File: src/rtl/sha_work_ctrl.sv
// Work-unit controller for a SHA miner core: loads a 19-word job, runs the miner, streams a 10-word result.
// Optional RUN-state watchdog enabled by defining SHA_WORK_TIMEOUT_EN.
module sha_work_ctrl #(
    parameter logic [31:0] TIMEOUT_CYCLES = 32'd100000000
) (
    input  logic         clk,
    input  logic         reset,
    input  logic [31:0]  s_data,
    input  logic         s_valid,
    output logic         s_ready,
    output logic [31:0]  m_data,
    output logic         m_valid,
    input  logic         m_ready,
    output logic         m_last,
    output logic         miner_en,
    output logic [255:0] miner_prev_H,
    output logic [255:0] miner_prev_blk,
    output logic [95:0]  miner_input_M,
    input  logic [31:0]  miner_nonce,
    input  logic [255:0] miner_winner_H,
    input  logic         miner_done,
    input  logic         miner_found,
    output logic         busy
);

    typedef enum logic [1:0] {LOAD, RUN, SEND} state_t;

    state_t         state, next_state;
    logic [4:0]     cnt;
    logic           cap_found;
    logic           cap_timeout;
    logic [31:0]    cap_nonce;
    logic [255:0]   cap_h;
    logic           timeout_hit;

`ifdef SHA_WORK_TIMEOUT_EN
    logic [31:0] run_cnt;

    always_ff @(posedge clk or negedge reset) begin
        if (!reset)
            run_cnt <= '0;
        else if (state == RUN)
            run_cnt <= run_cnt + 32'd1;
        else
            run_cnt <= '0;
    end

    always_comb timeout_hit = (state == RUN) && (run_cnt == TIMEOUT_CYCLES - 32'd1);
`else
    logic unused_timeout_cfg;
    assign unused_timeout_cfg = ^TIMEOUT_CYCLES;
    always_comb timeout_hit = 1'b0;
`endif

    always_ff @(posedge clk or negedge reset) begin
        if (!reset)
            state <= LOAD;
        else
            state <= next_state;
    end

    always_comb begin
        next_state = state;
        case (state)
            LOAD: if (s_valid && cnt == 5'd18) next_state = RUN;
            RUN:  if (miner_done || timeout_hit) next_state = SEND;
            SEND: if (m_ready && cnt == 5'd9) next_state = LOAD;
            default: next_state = LOAD;
        endcase
    end

    // cnt is the job word index in LOAD and the result word index in SEND.
    always_ff @(posedge clk or negedge reset) begin
        if (!reset) begin
            cnt            <= '0;
            miner_prev_H   <= '0;
            miner_prev_blk <= '0;
            miner_input_M  <= '0;
            cap_found      <= 1'b0;
            cap_timeout    <= 1'b0;
            cap_nonce      <= '0;
            cap_h          <= '0;
        end else begin
            case (state)
                LOAD: begin
                    if (s_valid) begin
                        for (int unsigned i = 0; i < 8; i++)
                            if (cnt == 5'(i)) miner_prev_H[(7 - i) * 32 +: 32] <= s_data;
                        for (int unsigned i = 8; i < 16; i++)
                            if (cnt == 5'(i)) miner_prev_blk[(15 - i) * 32 +: 32] <= s_data;
                        for (int unsigned i = 16; i < 19; i++)
                            if (cnt == 5'(i)) miner_input_M[(18 - i) * 32 +: 32] <= s_data;
                        cnt <= (cnt == 5'd18) ? '0 : cnt + 5'd1;
                    end
                end
                RUN: begin
                    // miner_done takes priority over a coincident watchdog expiry
                    if (miner_done) begin
                        cap_found   <= miner_found;
                        cap_timeout <= 1'b0;
                        cap_nonce   <= miner_nonce;
                        cap_h       <= miner_winner_H;
                        cnt         <= '0;
                    end else if (timeout_hit) begin
                        cap_found   <= 1'b0;
                        cap_timeout <= 1'b1;
                        cap_nonce   <= '0;
                        cap_h       <= '0;
                        cnt         <= '0;
                    end
                end
                SEND: begin
                    if (m_ready)
                        cnt <= (cnt == 5'd9) ? '0 : cnt + 5'd1;
                end
                default: cnt <= '0;
            endcase
        end
    end

    always_comb begin
        s_ready  = (state == LOAD);
        busy     = (state != LOAD);
        miner_en = (state == RUN);
        m_valid  = (state == SEND);
        m_last   = (state == SEND) && (cnt == 5'd9);
        m_data   = '0;
        if (state == SEND) begin
            case (cnt)
                5'd0: m_data = {30'b0, cap_timeout, cap_found};
                5'd1: m_data = cap_nonce;
                5'd2: m_data = cap_h[255:224];
                5'd3: m_data = cap_h[223:192];
                5'd4: m_data = cap_h[191:160];
                5'd5: m_data = cap_h[159:128];
                5'd6: m_data = cap_h[127:96];
                5'd7: m_data = cap_h[95:64];
                5'd8: m_data = cap_h[63:32];
                5'd9: m_data = cap_h[31:0];
                default: m_data = '0;
            endcase
        end
    end

endmodule

File: config.mk
export PLATFORM = sky130hd
export DESIGN_NAME = sha_work_ctrl
export DESIGN_NICKNAME = d
export VERILOG_FILES = /design/src/rtl/sha_work_ctrl.sv
export SDC_FILE = /design/constraint.sdc
export NUM_CORES = 1
export LEC_CHECK = 0
export ABC_AREA = 1
export BUFFER_PORTS_ARGS = -buffer_cell sky130_fd_sc_hd__buf_2
export CORE_AREA = 2 2 383 385
export CTS_CLUSTER_SIZE = 28
export DETAILED_ROUTE_END_ITERATION = 8
export DIE_AREA = 0 0 385 387
export PLACE_DENSITY_LB_ADDON = 0.15
export SYNTH_ARGS = -nofsm -noshare
export SYNTH_HDL_FRONTEND = slang
export SYNTH_SLANG_ARGS = --single-unit
File: constraint.sdc
create_clock -name clk -period 3.2 [get_ports clk]
set_input_delay 0 -clock clk [delete_from_list [all_inputs] [get_ports clk]]
set_output_delay 0 -clock clk [all_outputs]
set_load 0.05 [all_outputs]
==> After elaboration in Yosys (flattened, before gate mapping) <==
Index checks and enable logic that the tools add are counted.
{ "classes": {"addsub": 1, "reduce_logical": 28, "eq_ne": 25, "muxes": 12} }
{ "ops": {"columns": ["operator", "n"], "rows": [
  ["$pmux 32 s10", 1],
  ["$reduce_and 3->1", 21],
  ["$eq 5x4->1 const B", 8],
  ["$mux 32", 1],
  ["$mux 5", 5],
  ["$eq 5x3->1 const B", 4],
  ["$eq 5x5->1 const B", 3],
  ["$pmux 5 s3", 1],
  ["$eq 5x2->1 const B", 2],
  ["$ne 2x1->1 const B", 4],
  ["$mux 2", 3],
  ["$pmux 2 s3", 1],
  ["$add 5x1->5 const B", 1],
  ["$eq 5x1->1 const B", 1],
  ["$logic_not 5->1", 1],
  ["$logic_and 1x1->1", 3],
  ["$eq 2x1->1 const B", 1],
  ["$eq 2x2->1 const B", 1],
  ["$logic_not 2->1", 1],
  ["$ne 2x2->1 const B", 1],
  ["$reduce_and 2->1", 1],
  ["$reduce_bool 2->1", 1]
]} }
{ "totals": {"output_inout_bits": 645, "word_cells": 90, "reg_bits": 904} }

==> Longest topological paths before layout <==
Gate-level depths: netlist of the first run.
{ "depth": {"ltp_word": 4, "ltp_mapped": 12, "depth_no_buf": 10} }

==> Worst setup path after synthesis of the first run <==
No wires, ideal clock.
{ "synth_timing": {"path_type": "register to output", "from": "register cnt[0]", "to": "output m_data[0]", "stages_incl_launch_ff": 10, "path_buffers": 1, "path_slack_ns": 0.943, "arrival_time_ns": 2.257, "cell_sequence": "dfrtp_1 -> inv_1 -> ha_1 -> inv_1 -> nor2_4 -> clkbuf_1 -> nand3_1 -> nand3_1 -> nor2_1 -> a21oi_1"} }
{ "synth_between": {"elab_chain_cells": 3, "elab_cells_between_ends": 12} }
{ "synth_rtl": {"columns": ["item", "line", "text"], "rows": [
  ["start, declared", "29", "logic [4:0] cnt;"],
  ["start signal, assigned", "93", "cnt <= (cnt == 5'd18) ? '0 : cnt + 5'd1;"],
  ["start signal, assigned", "114", "cnt <= (cnt == 5'd9) ? '0 : cnt + 5'd1;"],
  ["$eq 5x4->1, or another cell as far along", "129", "case (cnt)"],
  ["$pmux 32 s10 *", "129", null],
  ["$mux 32 *", "128", "if (state == SEND) begin"],
  ["end, declared", "11", "output logic [31:0] m_data,"]
]} }
Every way passes the cells marked *; elsewhere a longest branch is shown, timed or not.

==> Worst setup path in the final report of the first run <==
{ "layout_timing": {"from": "register cnt[1]", "to": "output m_last"} }
{ "layout_between": {"elab_chain_cells": 2} }
{ "layout_rtl": {"columns": ["item", "line", "text"], "rows": [
  ["$eq 5x4->1", "126", "m_last = (state == SEND) && (cnt == 5'd9);"],
  ["$logic_and 1x1->1", "126", null],
  ["end, declared", "14", "output logic m_last,"]
]} }
No other way between the ends.

==> results.txt, run 1 <==
Run status: finished, final reports clean
Crit start category: flip-flop
Net load switching power: 28.2 mW
Register share of total power: 32.9%
Later-pin clock latency in the skew report: 0.74 ns
Max-slew violations: 0
Bufs on Longest Clock Path: 3
Total internal power: 30.6 mW
Data required, critical path: 3.20 ns
Seq cells post-synth: 904
Total area of sequential cells: 22600 um2
Crit path largest cell delay: 0.43 ns
Top cell by count, worst path: inv_1
Number of buffers added by the clock tree synthesis step: 105
Post-synthesis cell area: 35800 um2
CP Data Arrival Time: 3.04 ns
Hold EP: cap_h[243]
Max cap viols: 0
Crit path max fanout: 34
Die Span X: 385 um
Net switching share of the total power: 47.9%
Antenna Nets Post-Route: 0
Power density over cell area: 1130 nW/um2
Critical path's slowest cell: nor2_1
Final nets: 5227
Area of the multi-input gates: 11600 um2
Count leader, synth: dfrtp_1
Sinks on the clock net: 904
Die area: 149000 um2
Share of the clock period used by the worst path after layout: 95.1%
Leakage: 26.0 nW
Launch point of the worst hold path: miner_winner_H[243]
Hold Vio Cnt, Final: 0
Main synth FF type: dfrtp_1
Final min period: 3.04 ns
Fillers: 14900
Signed area change from the synthesized netlist to the final layout: 44.4%
Dominant cells by area after synthesis: dfrtp_1 63%, nand2_1 9.0%, mux2_2 8.1%, o21ai_0 7.5%, nand3_1 3.2%
Cell taking the most area after synthesis: dfrtp_1
Proportion of synthesized chip area in sequential cells: 63.1%
Synthesized area per cell: 10.3 um2
Detailed-route wire length per cell: 23.8 um
Initial antenna violation count: 45
Final Non-Filler Cells: 6921
Std cell rows: 140
1st-iter DRT viols: 2146
Total core area: 145000 um2
Origin of the critical flop-to-flop path: cnt[1]
Number of buffers inserted by port buffering: 970
Total via count in the routed design: 30800
Cell breakdown of the critical path: inv_1, ha_1, inv_1, nor2_4, buf_12, nand2_1, nor2_1, buf_2
Part of the power in combinational logic: 45.8%
Worst max-slew margin expressed relative to the limit: 24.7%
Type of destination of the critical path: primary output
Wire length of the first global-routing pass: 234 mm
Cells after Synth: 3480
Distinct cell type count after synthesis: 29
Utilization after layout: 35.7%
Via density: 4.45
Number of flops mapped to enable cells by yosys: 0
Clock-pin slew on the worst setup and hold paths: 0.06 ns
Area share of the largest cell type after synthesis: 63.1%
TritonCTS clock tree: built
Starting density of the core: 24.7%
Post-detailed-placement half-perimeter wirelength: 117 mm
Share of final-layout standard cells stronger than drive strength 1: 31.3%
Global-route usage over all layers: 21.7%
Setup slack of the worst register-to-register path: 0.23 ns
Endpoint of the most critical register-to-register path: miner_input_M[46]
Depth of the worst hold-timing path: 3
Maximum vdd ir drop: 0.000590 V
Count of H-tree levels built during CTS: 3
Class of the tightest hold or removal check: in -> reg
Die extent in y: 387 um
Classification of the worst setup path: reg -> out
Boundary pin count: 971
Net Count, Synth: 3811
Pin count of the biggest net entering global routing: 80
Final wirelength: 165 mm
Total of warnings raised by yosys: 0
Initial DRT Pass Iterations: 7
Grt total ovfl: 0
Setup violation total in the final timing report: 0
Reg2Reg Depth: 9
Transition time at the pin with the least slew margin: 1.13 ns
Synth top cells by count: 904 x dfrtp_1, 855 x nand2_1, 537 x o21ai_0
Highest clock frequency the design can meet: 329 MHz
Fraction of synthesis flops using an asynchronous set or reset pin: 100%
Number of global-route vias before repair: 30500
GPL Wtd Cong: 0.844
Worst setup skew after layout: 0.0456 ns
Post-route DRC: 0
Setup repair after global routing missed its margin: yes
Clock Tree Root: clkbuf_16
Part of the total power dissipated in the clock network: 21.3%
Cell count after placement: 6220
## stage by stage
stage | power, mW | cell area (um2) | worst slack (ns) | hold WS (ns) | setup TNS [ns]
after floorplan | 37.0 | 35800 | 0.943 | -0.296 | 0
after global placement | 45.5 | 43200 | 0.665 | 0.0551 | 0
after detailed placement | 45.6 | 43200 | 0.661 | 0.0604 | 0
after CTS | 59.1 | 51600 | 0.00942 | 0.000178 | 0
after global routing | 61.6 | 51700 | -0.0137 | 0.0247 | -0.0137
final | 58.7 | 51700 | 0.157 | 0.0526 | 0
## cells by family (layout without fill, tap and decap cells)
| kind of cell | after synthesis | after routing | synth area share, % |
|---|---|---|---|
| DFF | 904 | 904 | 63.1 |
| adders and majority gates | 5 | 5 | 0.175 |
| and+or+nand+nor | 1253 | 1253 | 14.5 |
| buffers and inverters | 413 | 1908 | 4.79 |
| muxes | 258 | 258 | 8.11 |
| other | 0 | 29 | 0 |
| AOI/OAI and AO/OA | 647 | 647 | 9.33 |
## layout make-up
type	instances	area share (%)
sequential	904	43.7
multi-input combinational	2163	22.4
timing repair buffer	1546	20.9
clock buffer	163	6.02
tap	1917	4.64
inverter	176	1.28
clock inverter	23	0.885
antenna	29	0.140
## worst max-delay path by stage
stage | startpoint | cells past startpoint | end | slack [ns]
2_1_floorplan | cnt[0] | 9 | m_data[0] | 0.94
3_3_place_gp | cnt[1] | 12 | m_data[2] | 0.66
3_5_place_dp | cnt[1] | 12 | m_data[2] | 0.66
4_1_cts | cnt[1] | 12 | m_data[2] | 0.009
5_1_grt | cnt[0] | 12 | m_data[6] | -0.01
6_report | cnt[1] | 8 | m_last | 0.16
## cells in the final DEF (no fill, tap or decap), types with 66 or more instances in the layout
| master | count |
|---|---|
| buf_4 | 66 |
| nand3_1 | 227 |
| inv_1 | 172 |
| nor2_1 | 135 |
| dfrtp_1 | 902 |
| o21ai_0 | 537 |
| buf_2 | 967 |
| mux2_2 | 258 |
| nand2_1 | 853 |
| clkbuf_16 | 105 |
| dlygate4sd3_1 | 475 |
## timing repair
item	CTS	global route
endpoints found under the setup margin	26	51
hold buffers	476	0
buffers inserted	4	6
pin swaps	1	2
gates resized for setup	6	13
hold endpoints to repair	1282	0
## per-layer routing
metal	global-route usage, %	vias up	share of wire, %
li1	-	14300	-
met1	27.6	15200	42
met2	35.9	1009	48
met3	5.07	245	6.6
met4	7.38	10	3.6
met5	0	-	0.034
## worst max-delay path, delay by kind of cell (launching register included)
kind / cells / cell delay (ns)
fa+ha+maj: 1 / 0.16
simple gates: 3 / 0.84
flops: 1 / 0.42
buf+inv: 4 / 0.85
## state kept, by name, summed over array words and instances, names as in the netlist
signal          count
cap_h             256
miner_prev_H      256
miner_prev_blk    256
miner_input_M      96
cap_nonce          32
cnt                 5
state               2
cap_found           1
## power by group through the flow
stage | combinational (mW) | sequential, mW | clock [mW]
floorplan | 7.38 | 29.6 | 0
global placement | 26.1 | 19.3 | 0
detailed placement | 26.2 | 19.4 | 0
CTS | 27.0 | 19.3 | 12.8
global route | 28.5 | 19.9 | 13.3
finish | 26.9 | 19.3 | 12.5
No activity file was read; power rests on OpenSTA's default activity.
==> run 2, diff against run 1 <==
Settings changed: BUFFER_PORTS_ARGS -buffer_cell sky130_fd_sc_hd__buf_2 to -buffer_cell sky130_fd_sc_hd__buf_4, CELL_PAD_IN_SITES_DETAIL_PLACEMENT from default to 1, CELL_PAD_IN_SITES_GLOBAL_PLACEMENT from default to 1, CORE_AREA 2 2 383 385 to 2 2 380 382, DIE_AREA 0 0 385 387 to 0 0 382 384.
==> results.txt, run 2 (same netlist as run 1, synthesis figures left out) <==
Die Span X: 382 um
Fillers: 16000
Signed area change from the synthesized netlist to the final layout: 50.0%
Hold Vio Cnt, Final: 0
Final Non-Filler Cells: 6868
Boundary pin count: 971
Post-route DRC: 0
Total via count in the routed design: 30800
Std cell rows: 139
Cell breakdown of the critical path: inv_1, ha_1, inv_1, nor2_4, buf_12, nand3_1, nand2_1, nor2_1, nand3_1, nand2_1, inv_1, buf_4
Crit path largest cell delay: 0.43 ns
Hold_ws: 0.0552 ns
Global routing usage on met1: 27.9%
Count of H-tree levels built during CTS: 3
Cell count after placement: 6196
Starting density of the core: 25.1%
Count of buffer and inverter cells on the critical path: 5
Wire length of the first global-routing pass: 245 mm
GPL Wtd Cong: 0.816
Setup repair after global routing missed its margin: no
Cell area after layout: 53800 um2
Top cell by count, worst path: inv_1
Class of the tightest hold or removal check: in -> reg
Classification of the worst setup path: reg -> out
Met2 GRT Util: 38.3%
Bufs on Longest Clock Path: 3
Final wirelength: 172 mm
Net switching share of the total power: 47.0%
Top flop regs: cap_h: 256 flops, miner_prev_H: 256 flops, miner_prev_blk: 256 flops
Setup slack of the worst register-to-register path: 0.19 ns
Most frequent cells in the layout: 1036 x buf_4, 901 x dfrtp_1, 854 x nand2_1
Sinks on the clock net: 904
Initial DRT Pass Iterations: 5
Part of the total power dissipated in the clock network: 20.6%
Total internal power: 32.6 mW
Run status: finished, final reports clean
Grt total ovfl: 0
Total core area: 143000 um2
Type of destination of the critical path: primary output
GR peak layer: met2
Antenna Nets Post-Route: 0
Max-slew violations: 0
Register share of total power: 31.2%
Final min period: 3.02 ns
Crit path max fanout: 33
Global-route usage over all layers: 23.0%
Share of final-layout standard cells stronger than drive strength 1: 31.4%
Clock-pin slew on the worst setup and hold paths: 0.06 ns
Data required, critical path: 3.20 ns
Net load switching power: 28.9 mW
Crit start category: flip-flop
CP Data Arrival Time: 3.02 ns
Detailed-route wire length per cell: 25.0 um
Pin count of the biggest net entering global routing: 111
Most common cell after layout, fill and taps aside: buf_4
Number of buffers added by the clock tree synthesis step: 109
Final nets: 5197
Power density over cell area: 1140 nW/um2
1st-iter DRT viols: 1532
Met3 track utilization from global routing: 6.29%
Die area: 147000 um2
Via density: 4.49
Maximum vdd ir drop: 0.000698 V
Summed negative setup slack over all endpoints: 0 ns
Critical path's slowest cell: dfrtp_1
Leakage: 26.4 nW
Part of the power in combinational logic: 48.2%
Number of buffers inserted by port buffering: 970
Initial antenna violation count: 15
Share of the clock period used by the worst path after layout: 94.5%
Worst max-slew margin expressed relative to the limit: 21.8%
Setup violation total in the final timing report: 0
Later-pin clock latency in the skew report: 0.75 ns
Die extent in y: 384 um
Transition time at the pin with the least slew margin: 1.17 ns
Worst setup skew after layout: 0.0529 ns
Clock Tree Root: clkbuf_16
Number of global-route vias before repair: 32600
Highest clock frequency the design can meet: 331 MHz
Critical path's top delay family: simple AND/OR/NAND/NOR gates
Post-DP Area: 45400 um2
TritonCTS clock tree: built
Max cap viols: 0
Post-detailed-placement half-perimeter wirelength: 120 mm
run 2: cell types whose count changed in the layout (fill, tap and decap cells not counted), sizes merged:
| cell | delta |
|---|---|
| buf | -7 |
| bufbuf | +1 |
| bufinv | -5 |
| clkbuf | +11 |
| clkinv | +6 |
| clkinvlp | -2 |
| diode | -19 |
| dlygate4sd3 | -28 |
| inv | +3 |
| nor2 | +1 |
run 2: power by group through the flow:
stage | clock network [mW] | logic [mW] | registers (mW)
2_1_floorplan | 0 | 7.38 | 29.6
3_3_place_gp | 0 | 28.8 | 19.1
3_5_place_dp | 0 | 29.0 | 19.3
4_1_cts | 13.0 | 30.0 | 19.2
5_1_grt | 13.5 | 31.3 | 19.9
6_report | 12.7 | 29.7 | 19.2
run 2: stage by stage:
step	setup WS (ns)	total power, mW	util, %
floorplan	0.943	37.0	-
global placement	0.697	48.0	31.8
detailed placement	0.651	48.3	31.8
CTS	-0.0121	62.2	37.6
global route	0.00324	64.7	37.6
finish	0.176	61.6	37.7
run 2: repair_timing:
| action | 4_1_cts | 5_1_grt |
|---|---|---|
| endpoints found under the hold margin | 1504 | 0 |
| hold buffers | 448 | 0 |
| resized for setup | 3 | 4 |
| endpoints found under the setup margin | 19 | 32 |
| pin swaps | 2 | 2 |
| setup buffers | 7 | 5 |
| cloned | 2 | 0 |
run 2: final timing paths:
| check | cells after the start | startpoint | endpoint |
|---|---|---|---|
| max in group asynchronous | 4 | reset | miner_input_M[28] |
| worst min register to register | 2 | miner_prev_H[208] | miner_prev_H[208] |
| worst max register to register | 9 | cnt[1] | miner_input_M[41] |
| worst min-delay path | 3 | miner_winner_H[37] | cap_h[37] |
| worst max-delay path | 12 | cnt[1] | m_data[1] |
| min in group asynchronous | 3 | reset | cap_h[126] |
run 2: area by class of cell:
type | count | area (um2) | area share [%]
Antenna cell | 10 | 25.0 | 0.0465
Clock buffer | 175 | 3290 | 6.11
Clock inverter | 25 | 374 | 0.696
Inverter | 176 | 663 | 1.23
Multi-Input combinational cell | 2164 | 11600 | 21.6
Sequential cell | 904 | 22600 | 42.1
Tap cell | 1903 | 2380 | 4.43
Timing Repair Buffer | 1511 | 12800 | 23.8
run 2: metal layers:
layer / part of all wire (%) / routed length [um]
met1: 40 / 69500
met2: 49 / 83500
met3: 6.3 / 10900
met4: 4.7 / 8010
met5: 0.013 / 22
run 2: worst register-to-register path, stage by stage (launching register included):
cell           delay (ns)
dfrtp_1              0.43
inv_1                0.10
ha_1                 0.17
inv_1                0.10
nor4_4               0.34
buf_12               0.31
nand2_1              0.26
dlygate4sd3_1        0.60
o21ai_2              0.05
dlygate4sd3_1        0.58
==> run 3, diff against run 2 <==
Settings changed: BUFFER_PORTS_ARGS -buffer_cell sky130_fd_sc_hd__buf_4 to default, CELL_PAD_IN_SITES_GLOBAL_PLACEMENT 1 to 2, CORE_AREA 2 2 380 382 to 2 2 383 385, DIE_AREA 0 0 382 384 to 0 0 385 387, DONT_BUFFER_PORTS from default to 1.
==> results.txt, run 3 (same netlist as run 1, synthesis figures left out) <==
Run status: finished with violations
Violated checks: max-slew violations
Post-detailed-placement half-perimeter wirelength: 114 mm
Class of the tightest hold or removal check: in -> reg
Cell area after layout: 49400 um2
1st-iter DRT viols: 1287
Setup violation total in the final timing report: 0
Worst max-slew margin expressed relative to the limit: -6.10%
Endpoint of the most critical register-to-register path: miner_input_M[60]
Total via count in the routed design: 27700
Clock-pin slew on the worst setup and hold paths: 0.06 ns
CP Data Arrival Time: 3.05 ns
Die area: 149000 um2
Later-pin clock latency in the skew report: 0.75 ns
Max-slew violations: 70
Hold EP: cap_h[131]
Crit path max fanout: 52
Boundary pin count: 971
Final wirelength: 167 mm
Share of the clock period used by the worst path after layout: 95.5%
Number of buffers added by the clock tree synthesis step: 108
Die Span X: 385 um
Number of buffers inserted by port buffering: 0
Classification of the worst setup path: reg -> out
Reg2Reg Depth: 8
Antenna Nets Post-Route: 0
Highest clock frequency the design can meet: 327 MHz
Grt total ovfl: 0
Std cell rows: 140
Initial antenna violation count: 14
Worst setup skew after layout: 0.0709 ns
Final nets: 4456
Power density over cell area: 1210 nW/um2
GPL Wtd Cong: 0.771
Number of global-route vias before repair: 30000
Crit start category: flip-flop
Hold_ws: 0.0567 ns
Summed negative setup slack over all endpoints: 0 ns
Leakage: 22.9 nW
Clock Tree Root: clkbuf_16
Count of H-tree levels built during CTS: 3
Setup ws final: 0.145 ns
Max cap viols: 0
Total core area: 145000 um2
TritonCTS clock tree: built
Origin of the critical flop-to-flop path: cnt[2]
Setup slack of the worst register-to-register path: 0.16 ns
Sinks on the clock net: 904
Detailed-route wire length per cell: 27.2 um
Wire length of the first global-routing pass: 235 mm
Via density: 4.50
Pin count of the biggest net entering global routing: 905
Final min period: 3.05 ns
Fillers: 16000
Data required, critical path: 3.20 ns
Starting density of the core: 24.7%
Die extent in y: 387 um
Launch point of the worst hold path: miner_winner_H[131]
Bufs on Longest Clock Path: 3
Initial DRT Pass Iterations: 5
Signed area change from the synthesized netlist to the final layout: 37.9%
Most frequent cells in the layout: 901 x dfrtp_1, 854 x nand2_1, 664 x dlygate4sd3_1
Maximum vdd ir drop: 0.000535 V
Post-DP Area: 38600 um2
Worst Setup Slack post-DPL: 0.600 ns
Post-route DRC: 0
Utilization after layout: 34.1%
Top flop regs: cap_h: 256 flops, miner_prev_H: 256 flops, miner_prev_blk: 256 flops
Transition time at the pin with the least slew margin: 1.59 ns
Global-route usage over all layers: 22.0%
Type of destination of the critical path: primary output
Depth of the worst hold-timing path: 2
Share of final-layout standard cells stronger than drive strength 1: 14.9%
Hold Vio Cnt, Final: 0
Most common cell after layout, fill and taps aside: dfrtp_1
run 3: how the worst max path moves through the flow:
stage | startpoint | endpoint | slack, ns | cells after the start
floorplan | cnt[0] | m_data[0] | 0.94 | 9
global placement | cnt[1] | m_data[12] | 0.63 | 12
detailed placement | cnt[0] | miner_prev_blk[55] | 0.60 | 9
CTS | cnt[4] | miner_input_M[54] | 0.02 | 7
global route | cnt[1] | m_data[11] | -0.007 | 12
finish | cnt[1] | m_data[17] | 0.15 | 12
run 3: per-layer routing:
layer,vias up,GRT usage (%),share of wire (%)
li1,12600,-,-
met1,14000,24.0,37
met2,827,39.3,51
met3,176,8.64,9.1
met4,0,5.75,2.6
met5,-,0,0
run 3: cell type report:
| cell class | instances | area [um2] | share of cell area, % |
|---|---|---|---|
| antenna | 12 | 30.0 | 0.0607 |
| clock buffer | 158 | 3230 | 6.54 |
| clock inverter | 44 | 623 | 1.26 |
| inverter | 176 | 663 | 1.34 |
| multi-input combinational | 2163 | 11600 | 23.5 |
| sequential | 904 | 22600 | 45.8 |
| tap | 1917 | 2400 | 4.85 |
| timing repair buffer | 772 | 8240 | 16.7 |
run 3: repair_timing:
| item | 4_1_cts | 5_1_grt |
|---|---|---|
| hold endpoints to repair | 1746 | 146 |
| buffers inserted | 3 | 5 |
| hold buffers | 662 | 7 |
| resized for setup | 11 | 3 |
| endpoints found under the setup margin | 30 | 24 |
| pin swaps | 1 | 1 |
run 3: critical path: stages (launching register included):
cell and delay [ns]:
dfrtp_1 0.41, inv_1 0.08, ha_1 0.19, inv_1 0.15
nor2_4 0.06, buf_12 0.21, nand3_1 0.12, nand2_1 0.11
nor2_1 0.49, nand3_1 0.16, nand2_1 0.10, inv_1 0.07
buf_12 0.15
run 3: metrics by stage:
step	instances	power, mW
after global routing	6141	63.0
after detailed placement	5250	43.7
after floorplan	3480	37.0
final	6146	60.0
after CTS	6117	60.3
after global placement	5250	43.5
run 3: power breakdown:
part / switching (mW) / total [mW] / internal, mW
clock: 5.43 / 13.3 / 7.84
sequential: 16.4 / 32.5 / 16.1
combinational: 7.19 / 14.2 / 7.06
